==> src/rtl/bht_counter_table.sv <==
// Branch history table of saturating counters with predict and resolve ports, optional gshare
// indexing, a self-clearing reset sweep and a bypass from the pending update to the predict read.
module bht_counter_table #(
   parameter int INDEX_WIDTH = 8,
   parameter int CTR_WIDTH   = 2,
   parameter int INIT_VALUE  = 1,
   parameter int USE_GSHARE  = 0,
   parameter int GHR_WIDTH   = 8
) (
   input  logic                   clk,
   input  logic                   rst,
   output logic                   ready,
   input  logic                   pred_req,
   input  logic [31:0]            pred_pc,
   output logic                   pred_valid,
   output logic                   pred_taken,
   output logic [CTR_WIDTH-1:0]   pred_ctr,
   output logic [INDEX_WIDTH-1:0] pred_idx,
   input  logic                   upd_valid,
   input  logic [INDEX_WIDTH-1:0] upd_idx,
   input  logic                   upd_taken,
   output logic [GHR_WIDTH-1:0]   ghr
);

   localparam int DEPTH = 1 << INDEX_WIDTH;
   localparam logic [CTR_WIDTH-1:0] CTR_MAX = '1;
   localparam logic [CTR_WIDTH-1:0] CTR_INIT = CTR_WIDTH'(INIT_VALUE);

   typedef enum logic {ST_INIT, ST_RUN} state_e;

   state_e                 state_q, state_d;
   logic [INDEX_WIDTH-1:0] sweep_q, sweep_d;
   logic                   u1_valid_q, u1_valid_d;
   logic [INDEX_WIDTH-1:0] u1_idx_q, u1_idx_d;
   logic                   u1_taken_q, u1_taken_d;
   logic [GHR_WIDTH-1:0]   ghr_q, ghr_d;
   logic                   pred_valid_q, pred_valid_d;
   logic [CTR_WIDTH-1:0]   pred_ctr_q, pred_ctr_d;
   logic [INDEX_WIDTH-1:0] pred_idx_q, pred_idx_d;

   logic [CTR_WIDTH-1:0]   mem_q [DEPTH];

   logic [CTR_WIDTH-1:0]   u1_ctr, u1_new, pred_ctr_c;
   logic [INDEX_WIDTH-1:0] ghr_ext, pred_idx_c;
   logic                   wr_en;
   logic [INDEX_WIDTH-1:0] wr_idx;
   logic [CTR_WIDTH-1:0]   wr_data;
   logic                   unused_pc_bits;

   assign unused_pc_bits = ^{pred_pc[31:INDEX_WIDTH+2], pred_pc[1:0]};

   // Saturating read-modify-write for the update sitting in U1.
   assign u1_ctr = mem_q[u1_idx_q];
   assign u1_new = u1_taken_q ? ((u1_ctr == CTR_MAX) ? CTR_MAX : u1_ctr + 1'b1)
                              : ((u1_ctr == '0) ? '0 : u1_ctr - 1'b1);

   assign ghr_ext    = INDEX_WIDTH'(ghr_q);
   assign pred_idx_c = (USE_GSHARE != 0) ? (pred_pc[INDEX_WIDTH+1:2] ^ ghr_ext)
                                         : pred_pc[INDEX_WIDTH+1:2];
   // A write committing this edge is not in the array yet, so forward it.
   assign pred_ctr_c = (u1_valid_q && (u1_idx_q == pred_idx_c)) ? u1_new : mem_q[pred_idx_c];

   // NOTE: every signal written here gets a default first, so no path leaves one unassigned
   // and no latch is inferred.
   always_comb begin
      state_d      = state_q;
      sweep_d      = sweep_q;
      u1_valid_d   = 1'b0;
      u1_idx_d     = u1_idx_q;
      u1_taken_d   = u1_taken_q;
      ghr_d        = ghr_q;
      pred_valid_d = 1'b0;
      pred_ctr_d   = pred_ctr_q;
      pred_idx_d   = pred_idx_q;
      wr_en        = 1'b0;
      wr_idx       = sweep_q;
      wr_data      = CTR_INIT;

      if (state_q == ST_INIT) begin
         wr_en   = 1'b1;
         sweep_d = sweep_q + 1'b1;
         if (sweep_q == '1) state_d = ST_RUN;
      end else begin
         if (upd_valid) begin
            u1_valid_d = 1'b1;
            u1_idx_d   = upd_idx;
            u1_taken_d = upd_taken;
         end
         if (u1_valid_q) begin
            wr_en   = 1'b1;
            wr_idx  = u1_idx_q;
            wr_data = u1_new;
            if (USE_GSHARE != 0) ghr_d = (ghr_q << 1) | GHR_WIDTH'(u1_taken_q);
         end
         if (pred_req) begin
            pred_valid_d = 1'b1;
            pred_idx_d   = pred_idx_c;
            pred_ctr_d   = pred_ctr_c;
         end
      end
   end

   // NOTE: state uses non-blocking assignments so every flop samples pre-edge values.
   always_ff @(posedge clk) begin
      if (rst) begin
         state_q      <= ST_INIT;
         sweep_q      <= '0;
         u1_valid_q   <= 1'b0;
         u1_idx_q     <= '0;
         u1_taken_q   <= 1'b0;
         ghr_q        <= '0;
         pred_valid_q <= 1'b0;
         pred_ctr_q   <= '0;
         pred_idx_q   <= '0;
      end else begin
         state_q      <= state_d;
         sweep_q      <= sweep_d;
         u1_valid_q   <= u1_valid_d;
         u1_idx_q     <= u1_idx_d;
         u1_taken_q   <= u1_taken_d;
         ghr_q        <= ghr_d;
         pred_valid_q <= pred_valid_d;
         pred_ctr_q   <= pred_ctr_d;
         pred_idx_q   <= pred_idx_d;
      end
   end

   // NOTE: the counter array has no reset branch; the INIT sweep clears it, keeping it a plain
   // register file.
   always_ff @(posedge clk) begin
      if (wr_en) mem_q[wr_idx] <= wr_data;
   end

   assign ready      = (state_q == ST_RUN);
   assign pred_valid = pred_valid_q;
   assign pred_ctr   = pred_ctr_q;
   assign pred_taken = pred_ctr_q[CTR_WIDTH-1];
   assign pred_idx   = pred_idx_q;
   assign ghr        = ghr_q;

endmodule

==> config.mk <==
export PLATFORM = sky130hd
export DESIGN_NAME = bht_counter_table
export DESIGN_NICKNAME = d
export VERILOG_FILES = /design/src/rtl/bht_counter_table.sv
export SDC_FILE = /design/constraint.sdc
export NUM_CORES = 1
export LEC_CHECK = 0
export ABC_AREA = 0
export BUFFER_PORTS_ARGS = -buffer_cell sky130_fd_sc_hd__buf_2
export CAP_MARGIN = 5
export CORE_MARGIN = 4
export CORE_UTILIZATION = 40
export CTS_CLUSTER_DIAMETER = 40
export DETAILED_ROUTE_END_ITERATION = 8
export HOLD_SLACK_MARGIN = 0.06
export PLACE_DENSITY_LB_ADDON = 0.08
export SLEW_MARGIN = 20
export SYNTH_ARGS = -nofsm -noshare
export SYNTH_HDL_FRONTEND = slang
export SYNTH_SLANG_ARGS = --single-unit
==> constraint.sdc <==
create_clock -name clk -period 13.1 [get_ports clk]
set_input_delay 1.965 -clock clk [delete_from_list [all_inputs] [get_ports clk]]
set_output_delay 1.965 -clock clk [all_outputs]
set_load 0.1 [all_outputs]
; ---- After elaboration in Yosys (flattened, before gate mapping)
; Memory sizes are Yosys's and may differ from the RTL's. A register that Yosys moved wholly into a read port is not among the register bits.
; Index checks and enable logic that the tools add are counted.
[classes]
n_addsub = 3
n_eq_ne = 2
mux = 17
bitwise_logic = 1
reduce_logical = 4
[op_table]
columns = operator, n
row1 = $mux W8, 4
row2 = $mux W2, 5
row3 = $add A8 B1 Y8 const B, 1
row4 = $eq A8 B8 Y1 const B, 1
row5 = $mux W1, 8
row6 = $reduce_and A2 Y1, 2
row7 = $add A2 B1 Y2 const B, 1
row8 = $eq A2 B2 Y1 const B, 1
row9 = $logic_not A2 Y1, 1
row10 = $reduce_or A2 Y1, 1
row11 = $sub A2 B1 Y2 const B, 1
row12 = $not A1 Y1, 1
[totals]
regBits = 28
ramBits = 512
in_bits = 45
out_inout_bits = 21
wordCells = 35
mem_count = 1
[mem_list]
columns = memory, depth, width, rd, rd_ports_with_merged_regs, write_ports, line
row1 = mem_q, 256, 2, 2, 2, 1, 41  ; logic [CTR_WIDTH-1:0] mem_q [DEPTH];

; ---- Longest topological paths before layout
; Gate-level depths: netlist of the first run.
[logic_depth]
word_depth = 5
ltp_mapped = 13
depth_no_buf = 9

; ---- Worst setup path after synthesis of the first run
; No wires, ideal clock.
[synth_path]
path_kind = register to register
startpoint = register with a tool-made name
endpoint = memory mem_q[0][0], data pin
setup_time_ps = 1390
t_arrival_ps = 8168
required_ps = 11710
slack_ps = 3542
stages_incl_launch_ff = 14
path_buffers = 4
period_less_slack_ps = 9558
cell_sequence = dfxtp_1 buf_2 buf_6 buf_4 buf_4 mux2i_1 o221ai_1 o21ai_0 a21oi_1 o41ai_1 nor2_1 a22oi_1 a211oi_1 nor2_1
[synth_rtl]
columns = element, line
row1 = end: declaration, 41

==> results of run 1 <==
## sequential cells by signal, indices dropped and copies added, names as in the netlist, 2 cells and up, named ones only
signal / cells
mem_q: 512
pred_ctr: 2
pred_idx: 8
sweep_q: 8
u1_idx_q: 8
## worst paths after layout
path | start | endpoint | slack [ns] | cells past startpoint
setup / recovery | register | mem_q[102][0] | 6.63 | 12
hold / removal | pred_idx[1] | pred_idx[1] | 0.45 | 2
setup reg to reg | register | mem_q[102][0] | 6.63 | 12
hold reg to reg | pred_idx[1] | pred_idx[1] | 0.45 | 2
## tightest hold or removal path, stage by stage (launching register included)
cell	delay, ns
dfxtp_1	0.30
nand2_1	0.05
a21oi_1	0.05
## kinds of logic (layout without fill, tap and decap cells)
group | count (synthesis) | in the layout | synth area share, %
buffers and inverters | 147 | 227 | 2.774
adder cells (fa/ha/maj) | 2 | 2 | 0.08420
AO/OA/AOI/OAI | 167 | 167 | 4.168
flip-flops | 550 | 550 | 60.33
XOR/XNOR | 14 | 14 | 0.4585
AND/OR/NAND/NOR | 454 | 454 | 6.933
multiplexers | 351 | 351 | 25.24
other | 1 | 9 | 0.01402
## synth_stat cells, types with 2 or more instances
cell type / count / area share [%]
xnor2_1: 9 / 0.29
clkbuf_1: 76 / 1.1
xor2_1: 5 / 0.16
nand2b_1: 7 / 0.16
mux2i_1: 87 / 3.3
o221ai_1: 33 / 1.1
mux2_2: 6 / 0.25
nor2b_1: 9 / 0.21
o32ai_1: 6 / 0.20
buf_4: 20 / 0.56
nor2_1: 289 / 4.1
o41ai_1: 2 / 0.066
o211ai_1: 4 / 0.11
edfxtp_1: 512 / 57
a31oi_1: 4 / 0.094
inv_1: 3 / 0.042
buf_1: 14 / 0.20
buf_2: 20 / 0.37
and3_1: 3 / 0.070
buf_6: 12 / 0.51
o21ai_0: 22 / 0.41
and2_1: 6 / 0.14
a21oi_1: 48 / 0.90
a22o_1: 6 / 0.20
mux4_2: 258 / 22
a22oi_1: 13 / 0.36
or3_1: 3 / 0.070
dfxtp_1: 38 / 2.8
nand3b_1: 2 / 0.056
o31ai_1: 2 / 0.056
nand4_1: 3 / 0.070
o22ai_1: 19 / 0.44
nand3_1: 25 / 0.47
nand2_1: 95 / 1.3
a211oi_1: 3 / 0.084
nor4_1: 3 / 0.070
a221oi_1: 3 / 0.098
nor3_1: 4 / 0.075
## power by group through the flow
stage	combinational, µW	clock (µW)	sequential (µW)
after global routing	131	2450	1890
after global placement	127	0	1930
final	125	2330	1900
after floorplan	85.7	0	1930
after detailed placement	126	0	1930
after CTS	126	2360	1900
## per-layer routing
layer / up-vias / part of all wire (%)
met4: 0 / 2.4
met2: 600 / 48
met3: 123 / 7.7
met1: 8514 / 42
met5: - / 0
li1: 6828 / -
## final cells by class
| type | instances | area [µm²] |
|---|---|---|
| fill | 5695 | 35410 |
| clock buffer | 98 | 2240 |
| timing repair buffer | 62 | 402.9 |
| tap | 864 | 1081 |
| sequential | 550 | 16140 |
| inverter | 5 | 18.77 |
| multi-input combinational | 996 | 9971 |
| antenna | 1 | 2.502 |
| clock inverter | 62 | 713.2 |
## through the flow
stage	power (µW)	setup WS [ns]	area, µm²	std cells
floorplan	2017	3.542	26770	1693
global placement	2058	6.675	27610	2477
detailed placement	2058	6.583	27610	2477
CTS	4383	6.565	30570	2637
global route	4478	6.226	30570	2637
finish	4348	6.627	30570	2638
==> impl_metrics.json, run 1 <==
{
  "status": "completed",
  "vias_per_cell": 6.090,
  "gp_congestion": 0.8198,
  "path_clk_slew_ns": 0.05,
  "cp_common_cell": "buf_4",
  "max_cap_violations": 0,
  "cp.buffers_inverters": 4,
  "combPwrFrac_pct": 2.9,
  "powerDensity_nw_per_um2": 142.2,
  "clkPwrFrac_pct": 53.5,
  "whs_ns": 0.4522,
  "met3_usage_pct": 4.628,
  "cts.sink_count": 550,
  "p_sw_uw": 964.1,
  "gr-max-usage-layer": "met2",
  "cts_root_buf": "clkbuf_16",
  "finalWirelength_um": 79930,
  "met2_usage_pct": 37.23,
  "p_leak_uw": 0.009345,
  "cp-end-kind": "register",
  "synth.distinct_cells": 50,
  "start_util_pct": 40.53,
  "peakVddDrop_v": 0.0001016,
  "pin_count": 66,
  "first_global_vias": 16680,
  "clock_path_buffers": 3,
  "fp.dieW_um": 266.6,
  "grt_first_pass_wirelength_um": 116200,
  "syn_area_per_cell_um2": 15.86,
  "cts_tree": "built",
  "cts_resized": 0,
  "ys_seq_area_share_pct": 60.33,
  "grt_overflow": 0,
  "synth_edf_count": 512,
  "finalCritPeriodShare_pct": 49.41,
  "cts_buffers": 87,
  "clock_latency_ns": 0.63,
  "start_kind": "register",
  "worst_slew_pin_slew_ns": 1.073,
  "use_met1_pct": 31.10,
  "nNetsFinal": 1748,
  "synth_warnings": 0,
  "post-route-min-period_ns": 6.473,
  "path_delay_family": "buffers and inverters",
  "layout-drive-gt1-share_pct": 27.52,
  "relSlewSlack_pct": 26.41,
  "drt_iter0_drc": 1673,
  "track_usage_pct": 22.66,
  "die_y_um": 266.6,
  "cp_max_fo": 76,
  "place.port_buffers": 33,
  "hold_viol_final": 0,
  "htreeDepth": 3,
  "hp-class": "register to register",
  "vias": 16070,
  "mostFrequentLayoutCell": "edfxtp_1",
  "route.detailed.drc": 0,
  "synth_area_um2": 26740,
  "ys.flop_type": "edfxtp_1",
  "cts_setup_buffers": 0,
  "dp_hpwl_um": 48350,
  "fmax_ghz": 0.1545,
  "hold_buffers": 0,
  "final_cell_mix": "edfxtp_1 (512), nor2_1 (287), mux4_2 (258)",
  "rows": 94,
  "critical_path.slowest_cell": "buf_4",
  "coreArea_um2": 65980,
  "clock_skew_ns": 0.02739,
  "final_util_pct": 46.33,
  "tns_ns": 0,
  "wl_per_cell_um": 30.30,
  "die-area_um2": 71060,
  "area_growth_pct": 14.31,
  "synthCells": 1686,
  "ant_nets": 0,
  "p_int_uw": 3384,
  "path_cells": "buf_4, buf_4, mux4_2, a22oi_1, a21oi_1, o21ai_0, o211ai_1, a22oi_1, a211oi_1, nor2_4, buf_4, buf_4",
  "grt_start_max_net_pins": 108,
  "synth_seq_cells": 550,
  "drv_slew": 0,
  "cp_data_required_time_ns": 13.43,
  "max_stage_delay_ns": 0.83,
  "pwr-share-seq_pct": 43.6,
  "worst-setup-path-type": "register to register",
  "crit_arrival_ns": 6.80,
  "setup_viol": 0,
  "rsz0062_at_grt": "no",
  "synthArstFlopShare_pct": 0,
  "swShare_pct": 22.18,
  "grt_antenna_before_repair": 4,
  "dr.pass1.iters": 5
}
No activity file was read; power rests on OpenSTA's default activity.
==> run 2, diff against run 1 <==
--- a/config.mk
+++ b/config.mk
@@ -5,7 +5,7 @@
 export SDC_FILE = /design/constraint.sdc
 export NUM_CORES = 1
 export LEC_CHECK = 0
-export ABC_AREA = 0
+export ABC_AREA = 1
 export BUFFER_PORTS_ARGS = -buffer_cell sky130_fd_sc_hd__buf_2
 export CAP_MARGIN = 5
 export CORE_MARGIN = 4
==> constraint.sdc (replaced) <==
create_clock -name clk -period 5.83 [get_ports clk]
set_input_delay 0.8745 -clock clk [delete_from_list [all_inputs] [get_ports clk]]
set_output_delay 0.8745 -clock clk [all_outputs]
set_load 0.1 [all_outputs]
==> run 2 against run 1 <==
  * Cell count is 61% higher
  * Wire length is 28% higher
  * Sequential power is 120% higher
  * Combinational power grew to 3.8 times the previous value
  * Worst hold slack better by 0.013 ns
  * Clock skew is 0.0011 ns higher
  * Total power is 140% higher
  * Non-clock buffer count is 28 higher
  * Critical path depth is 2 higher
  * Die area is 6.2% higher
  * Largest power group unchanged
  * Synthesized cell count is 95% higher
==> impl_metrics.json, run 2 <==
{
  "worst_slew_pin_slew_ns": 1.119,
  "drt_iter0_drc": 2947,
  "synthTopCellsByArea": "edfxtp_1 (54%), nand3_1 (11%), nand2_1 (10%), nor2_1 (7.4%), o21ai_0 (4.2%)",
  "cts_setup_buffers": 0,
  "pin_count": 66,
  "synth_warnings": 0,
  "post-route-min-period_ns": 4.528,
  "fp.dieW_um": 274.7,
  "cp_max_fo": 102,
  "drv_slew": 0,
  "die_y_um": 274.7,
  "synth_compound_area_share_pct": 8.112,
  "track_usage_pct": 26.81,
  "synth_area_um2": 28440,
  "tns_ns": 0,
  "synth_top_family_by_area": "simple AND/OR/NAND/NOR gates",
  "max_cap_violations": 0,
  "largest_register_ffs": 512,
  "hold_viol_final": 0,
  "synth_seq_cells": 550,
  "cp-end-kind": "register",
  "grt_start_max_net_pins": 145,
  "ys.flop_type": "edfxtp_1",
  "finalCritPeriodShare_pct": 77.67,
  "grt_first_pass_wirelength_um": 151800,
  "start_kind": "register",
  "gp_congestion": 0.9093,
  "worst_slack_ns": 1.302,
  "cts_buffers": 100,
  "grt_overflow": 0,
  "path_clk_slew_ns": 0.05,
  "cts_resized": 0,
  "hp-class": "register to register",
  "worst-setup-path-type": "register to register",
  "rows": 97,
  "synthCells": 3282,
  "layout-drive-gt1-share_pct": 8.758,
  "peakVddDrop_v": 0.0002325,
  "clock_latency_ns": 0.65,
  "clock_path_buffers": 3,
  "synth_common_cells": "nand2_1 (757), nand3_1 (628), nor2_1 (559), edfxtp_1 (512), o21ai_0 (241)",
  "multi_input_area_um2": 10570,
  "fmax_ghz": 0.2208,
  "vias_per_cell": 5.829,
  "hold_buffers": 0,
  "regMostFlops": "mem_q",
  "powerDensity_nw_per_um2": 324.6,
  "cts_root_buf": "clkbuf_16",
  "dp_slack_ns": 1.478,
  "synth_edf_count": 512,
  "place.port_buffers": 33,
  "syn_area_per_cell_um2": 8.666,
  "mostFrequentLayoutCell": "nand2_1",
  "p_leak_uw": 0.01168,
  "synth_top_cell_by_area": "edfxtp_1",
  "htreeDepth": 3,
  "place_area_um2": 28950,
  "dr.pass1.iters": 6,
  "start_util_pct": 40.48,
  "yosys.area_share.xor_xnor_pct": 0.1540,
  "relSlewSlack_pct": 25.38,
  "antenna_cells": 0,
  "synth-adder-area-share_pct": 0.04399,
  "synthArstFlopShare_pct": 0,
  "finalWirelength_um": 102500,
  "area_growth_pct": 13.66,
  "nNetsFinal": 3262,
  "dp_hpwl_um": 58910,
  "coreArea_um2": 70270,
  "vias": 24720,
  "wl_per_cell_um": 24.17,
  "cp_data_required_time_ns": 6.16,
  "die-area_um2": 75440,
  "cts_tree": "built",
  "cts.sink_count": 550,
  "status": "completed",
  "fill_cells": 6710,
  "grt_antenna_before_repair": 2,
  "route.detailed.drc": 0,
  "ant_nets": 0,
  "clock_skew_ns": 0.02850,
  "design_area_um2": 32330,
  "ys_seq_area_share_pct": 56.73,
  "synth.area.mux_share_pct": 0,
  "seq_area_um2": 16150,
  "yosysTopAreaCellShare_pct": 54.06,
  "final_cell_mix": "nand2_1 (753), nand3_1 (628), nor2_1 (559)",
  "rsz0062_at_grt": "no",
  "crit_arrival_ns": 4.85,
  "first_global_vias": 24260,
  "synth.distinct_cells": 32,
  "yosys.area_share.simple_pct": 28.71,
  "yosysMostFrequentCell": "nand2_1",
  "setup_viol": 0
}
-- run 2: cell count changes after synthesis, sizes merged, moves of 87 or more --
cell   before  now
nand3      25  628
o21ai      22  278
mux2i      87    0
buf        66  168
o22ai      19  122
mux4      258    0
nor2      289  559
nand2      95  758
-- run 2: metrics by stage --
| step | utilization (%) | hold WS, ns | total power [µW] | std cells |
|---|---|---|---|---|
| 2_1_floorplan | - | 0.4571 | 4649 | 3289 |
| 3_3_place_gp | 41.19 | 0.4603 | 4807 | 4054 |
| 3_5_place_dp | 41.19 | 0.4615 | 4808 | 4054 |
| 4_1_cts | 46.01 | 0.4695 | 10560 | 4240 |
| 5_1_grt | 46.01 | 0.5049 | 10780 | 4240 |
| 6_report | 46.01 | 0.4654 | 10490 | 4240 |
-- run 2: final cells by class --
cell class	count	area share, %
Sequential cell	550	49.94
Multi-Input combinational cell	2398	32.71
Clock buffer	115	8.426
Tap cell	940	3.638
Timing Repair Buffer	90	2.287
Clock inverter	71	2.032
Inverter	76	0.9676
-- run 2: final timing paths --
check,startpoint,endpoint,depth (start not counted),slack (ns)
worst min register to register,pred_ctr[0],pred_ctr[0],2,0.47
worst max-delay path,register,mem_q[35][0],14,1.30
worst max register to register,register,mem_q[35][0],14,1.30
worst min-delay path,pred_ctr[0],pred_ctr[0],2,0.47
-- run 2: worst max-delay path, stage by stage (launching register included) --
cell     delay [ns]
dfxtp_4        0.45
inv_6          0.82
buf_4          0.53
nand3_1        0.13
nand3_1        0.10
nand3_1        0.08
nand3_1        0.14
nand2_1        0.19
nand2_1        0.12
nand3_1        0.07
nand3_1        0.13
nand2_1        0.09
a21oi_1        0.29
nand2_4        0.48
buf_12         0.37
-- run 2: kinds of logic (layout without fill, tap and decap cells) --
| group | Yosys count | in the layout |
|---|---|---|
| adder cells (fa/ha/maj) | 1 | 1 |
| XOR/XNOR | 5 | 5 |
| AND/OR/NAND/NOR | 1958 | 1958 |
| buffers and inverters | 341 | 352 |
| AO/OA/AOI/OAI | 426 | 426 |
| other | 1 | 8 |
| flip-flops | 550 | 550 |
-- run 2: where the power goes --
part,switching (µW),internal (µW)
clock network,2130,3620
logic,364,115
registers,3.45,4260
total,2500,7990
-- run 2: routing by layer --
layer  global-route usage (%)  routed length [µm]  vias up
met2                    42.04               46000     1269
met3                    5.608                9256      265
met4                    12.20                4849        4
li1                         -                   -    11240
met1                    35.91               42330    11940
met5                        0                  27        -
